## config.mk

```make
export PLATFORM = sky130hd
export DESIGN_NAME = xor_frame_acc
export DESIGN_NICKNAME = d
export VERILOG_FILES = /design/src/rtl/xor_frame_acc.sv
export SDC_FILE = /design/constraint.sdc
export NUM_CORES = 1
export LEC_CHECK = 0
export BUFFER_PORTS_ARGS = -buffer_cell sky130_fd_sc_hd__buf_2
export CAP_MARGIN = 10
export CORE_MARGIN = 5
export CORE_UTILIZATION = 49
export CTS_CLUSTER_DIAMETER = 60
export CTS_CLUSTER_SIZE = 24
export DETAILED_ROUTE_END_ITERATION = 12
export GPL_TIMING_DRIVEN = 0
export PLACE_DENSITY = 0.83
export SYNTH_ARGS = -nofsm -noshare
export SYNTH_HDL_FRONTEND = slang
export SYNTH_SLANG_ARGS = --single-unit
```

## constraint.sdc

```tcl
create_clock -name clk -period 1.7 [get_ports clk]
set_clock_uncertainty 0.2 [all_clocks]
set_input_delay 0.17 -clock clk [delete_from_list [all_inputs] [get_ports clk]]
set_output_delay 0.17 -clock clk [all_outputs]
set_load 0.05 [all_outputs]
```

## src/rtl/xor_frame_acc.sv

```systemverilog
//------------------------------------------------------------------------------
// Module      : xor_frame_acc
// Description : Folds a frame of WIDTH-bit words into a bitwise-XOR checksum
//               plus a reduction parity bit, presented on a valid/ready port.
//               Optional expected-value check enabled by defining XOR_CHECK_EN.
// Revision    : 1.0 - initial release
//------------------------------------------------------------------------------
`default_nettype none

module xor_frame_acc #(
    parameter  int WIDTH   = 8,
    parameter  int MAX_LEN = 16,
    localparam int LW      = $clog2(MAX_LEN + 1)
) (
    input  logic             clk,
    input  logic             rst,
    input  logic             in_valid,
    output logic             in_ready,
    input  logic [WIDTH-1:0] in_data,
    input  logic             in_last,
    output logic             out_valid,
    input  logic             out_ready,
    output logic [WIDTH-1:0] out_xor,
    output logic             out_parity,
    output logic [LW-1:0]    out_len,
    output logic             out_ovf
`ifdef XOR_CHECK_EN
    ,
    input  logic [WIDTH-1:0] exp_data,
    output logic             out_err
`endif
);

    typedef enum logic [1:0] {
        S_IDLE  = 2'd0,
        S_ACCUM = 2'd1,
        S_DONE  = 2'd2
    } state_t;

    localparam logic [LW-1:0] c_max_len = LW'(MAX_LEN);

    state_t           r_state;
    logic [WIDTH-1:0] r_acc;
    logic [LW-1:0]    r_len;
    logic [WIDTH-1:0] r_out_xor;
    logic             r_out_parity;
    logic [LW-1:0]    r_out_len;
    logic             r_out_ovf;
`ifdef XOR_CHECK_EN
    logic             r_out_err;
`endif

    logic             w_accept;
    logic [WIDTH-1:0] w_acc_next;
    logic [LW-1:0]    w_len_next;
    logic             w_close;

    assign in_ready   = (r_state != S_DONE) & ~rst;
    assign out_valid  = (r_state == S_DONE);
    assign w_accept   = in_valid & in_ready;

    // The first beat of a frame loads rather than folds into the accumulator.
    assign w_acc_next = (r_state == S_IDLE) ? in_data : (r_acc ^ in_data);
    assign w_len_next = r_len + LW'(1);
    assign w_close    = in_last | (w_len_next == c_max_len);

    always_ff @(posedge clk or posedge rst) begin
        if (rst) begin
            r_state      <= S_IDLE;
            r_acc        <= '0;
            r_len        <= '0;
            r_out_xor    <= '0;
            r_out_parity <= 1'b0;
            r_out_len    <= '0;
            r_out_ovf    <= 1'b0;
`ifdef XOR_CHECK_EN
            r_out_err    <= 1'b0;
`endif
        end else begin
            case (r_state)
                S_IDLE, S_ACCUM: begin
                    if (w_accept) begin
                        r_acc <= w_acc_next;
                        r_len <= w_len_next;
                        if (w_close) begin
                            r_state      <= S_DONE;
                            r_out_xor    <= w_acc_next;
                            r_out_parity <= ^w_acc_next;
                            r_out_len    <= w_len_next;
                            r_out_ovf    <= ~in_last;
`ifdef XOR_CHECK_EN
                            r_out_err    <= (w_acc_next != exp_data);
`endif
                        end else begin
                            r_state <= S_ACCUM;
                        end
                    end
                end
                S_DONE: begin
                    // Result registers are zeroed on hand-off so they read 0 outside DONE.
                    if (out_ready) begin
                        r_state      <= S_IDLE;
                        r_acc        <= '0;
                        r_len        <= '0;
                        r_out_xor    <= '0;
                        r_out_parity <= 1'b0;
                        r_out_len    <= '0;
                        r_out_ovf    <= 1'b0;
`ifdef XOR_CHECK_EN
                        r_out_err    <= 1'b0;
`endif
                    end
                end
                default: begin
                    r_state <= S_IDLE;
                end
            endcase
        end
    end

    assign out_xor    = r_out_xor;
    assign out_parity = r_out_parity;
    assign out_len    = r_out_len;
    assign out_ovf    = r_out_ovf;
`ifdef XOR_CHECK_EN
    assign out_err    = r_out_err;
`endif

endmodule

`default_nettype wire

```

==> results.yml <==
global_routing:
  grt_max_degree: 16
  grt_pass1_vias: 1561
  grt_use_total: 0.215
  grt-ovfl-total: 0
  antenna_found_initial: 0
  grt_pass1_wl_um: 7310
run_status:
  violations: "negative setup slack"
  outcome: "finished, violations left"
sta:
  rsz0062_at_grt: "true"
  finalSetupTns_ps: -449
  min_period_ps: 1770
  worst_pin_slew_ps: 725
  finalWorstSetupSlack_ps: -71.4
  slew_violations: 0
  hold_viol_final: 0
  fmax_mhz: 565
  finalCritPeriodShare: 1.04
  max_slew_margin: 0.515
  setup_viol: 16
floorplanning:
  fp.dieH_um: 67.6
  core_region_area_um2: 3280
  initial_core_util: 0.495
  ios: 30
  std_cell_rows: 21
  dieArea_um2: 4570
  die_w_um: 67.6
power_and_ir_drop:
  power_leakage_uw: 0.000968
  p_per_area_nw_per_um2: 1320
  vdd_ir_drop_max_mv: 0.410
logic_synthesis:
  synth_cell_types: 28
  synthFlopType: "dfrtp_1"
  synth_edf_count: 0
  synthTopCellsByArea: "dfrtp_1 46%, nand2_1 9.2%, xnor2_1 8.6%"
  syn_inst: 175
  synth_top_area_frac: 0.462
  yosysTopAreaCell: "dfrtp_1"
  synth_common_cells: "40 x nand2_1, 30 x dfrtp_1, 16 x xnor2_1, 14 x o21ai_1, 11 x o21ai_0"
  syn-num-nets: 189
  avgSynthCellArea_um2: 9.29
  ys_seq_area_frac: 0.462
  async_reset_ff_frac: 1.00
  yosys_warnings: 0
  yosysMostFrequentCell: "nand2_1"
  ys_ff_latch: 30
  syn_area_um2: 1630
worst_setup_path:
  worstSetupStartpointType: "flop"
  worstSetupPathType: "flop to flop"
  r2r-end: "out_len[4]$_DFFE_PP0P_"
  path_max_fanout: 10
  worst_setup_path_end_kind: "flop"
  cp.arrival_ps: 1830
  cp.required_ps: 1760
  reg2regPathDepth: 6
  r2r-start: "r_len[1]$_DFFE_PP0P_"
  rrSetupSlack_ps: -70
clock_tree:
  cts_sinks: 30
  cts-htree-levels: 2
  cts_tree: "done"
  clk_path_buf_depth: 2
  cts_buffers: 5
  clock_latency_ps: 340
  clk_pin_slew_ps: 100
  cts_root_buf: "clkbuf_4"
finish:
  drive_gt1_frac: 0.322
  layout.cells.non_filler: 279
  layout.nets: 246
  antenna_cells: 0
  area_growth_pct: 34.7
detailed_routing:
  route.detailed.drc: 0
  num_vias: 1523
  drt_first_pass_iters: 4
  final_antenna_net_count: 0
  drtIter0Drc: 131
  routed_wl_um: 4290
  via_per_inst: 5.46
  routedWlPerCell_um: 15.4
flow_run:
  drv_cap: 0
min_path:
  hold_path_end: "r_acc[5]$_DFFE_PP0P_"
  min_from: "in_data[5]"
  worstHoldPathType: "input port to flop"
  hold-path-cell-count: 4
place:
  gp_congestion: 0.922
  placed_cells: 250
  numPortBuffers: 29
  dp_hpwl_um: 2540
## metrics by stage
| stage | total power (uW) | util | hold slack [ps] | instance area (um2) | setup slack (ps) |
|---|---|---|---|---|---|
| 3_5_place_dp | 2270 | 0.564 | 123 | 1850 | -543 |
| 3_3_place_gp | 2240 | 0.564 | 124 | 1850 | -515 |
| 4_1_cts | 2810 | 0.656 | 4.94 | 2160 | -8.65 |
| 2_1_floorplan | 2000 | - | -110 | 1650 | 2.36 |
| 6_report | 2890 | 0.667 | 10.3 | 2190 | -71.4 |
| 5_1_grt | 3060 | 0.667 | 21.4 | 2190 | -134 |
## report_power, final
part / switching, uW / leakage [uW] / internal [uW]
clock: 254 / 0.0000353 / 200
combinational: 854 / 0.000551 / 488
sequential: 189 / 0.000382 / 909
## state kept, by name, indices dropped and copies added, names as in the netlist
register,count
out_parity,1
out_ovf,1
r_acc,8
out_len,5
r_len,5
out_xor,8
r_state,2
## worst max-delay path: stages (launching register included)
cell and delay (ps):
dfrtp_1 440, buf_6 130, nand4b_1 170, a21oi_4 250
o21ai_1 120, buf_4 210, o21ai_1 160
## placed cells by master, fill, tap and decap left out, types with 2 or more instances in the layout
cell | Yosys | routed
dfrtp_1 | 30 | 27
a21oi_1 | 7 | 6
o21ai_1 | 14 | 16
xnor2_1 | 16 | 16
nand3_1 | 6 | 6
clkbuf_8 | 0 | 2
buf_4 | 1 | 10
o21ai_0 | 11 | 9
nor2_1 | 6 | 5
o31ai_2 | 5 | 5
dlygate4sd3_1 | 0 | 13
a211oi_1 | 4 | 4
and4_1 | 3 | 3
xor2_1 | 10 | 9
inv_1 | 4 | 3
or2_2 | 2 | 2
a21oi_4 | 1 | 2
nand2_1 | 40 | 38
buf_6 | 2 | 4
nand2_2 | 0 | 2
dfrtp_2 | 0 | 3
clkbuf_4 | 0 | 5
buf_2 | 1 | 27
## kinds of logic after synthesis
| family | synth area share |
|---|---|
| flops | 0.462 |
| simple gates | 0.175 |
| compound gates | 0.175 |
| buf+inv | 0.0400 |
| fa+ha+maj | 0.00769 |
| xor+xnor | 0.140 |
## routing by layer
metal  wire length (um)  track usage  vias to the layer above  part of all wire
met1               1800        0.275                      726              0.42
li1                   -            -                      712                 -
met3                337       0.0399                       11             0.079
met5                  0            0                        -                 0
met4                 98        0.101                        0             0.023
met2               2050        0.348                       74              0.48
## how the worst max path moves through the flow
stage,from,endpoint
global route,r_len[1]$_DFFE_PP0P_,out_len[4]$_DFFE_PP0P_
detailed placement,rst,r_acc[1]$_DFFE_PP0P_
CTS,r_state[1]$_DFFE_PP0P_,in_ready
global placement,rst,r_acc[2]$_DFFE_PP0P_
floorplan,r_state[1]$_DFFE_PP0P_,out_len[2]$_DFFE_PP0P_
finish,r_len[1]$_DFFE_PP0P_,out_len[4]$_DFFE_PP0P_
## timing repair
action,4_1_cts,5_1_grt
buffers inserted,7,1
endpoints found under the hold margin,44,0
resized for setup,20,9
hold buffers,13,0
pin swaps,3,0
endpoints found under the setup margin,28,26
gates cloned,2,0
## layout make-up
cell class / count / area [um2]
Timing Repair Buffer: 51 / 367
Fill cell: 235 / 1090
Tap cell: 46 / 57.6
Multi-Input combinational cell: 133 / 877
Timing Repair inverter: 1 / 5.00
Inverter: 5 / 22.5
Clock inverter: 1 / 5.00
Clock buffer: 7 / 55.1
Buffer: 5 / 47.5
Sequential cell: 30 / 754
No activity file was read; power rests on OpenSTA's default activity.
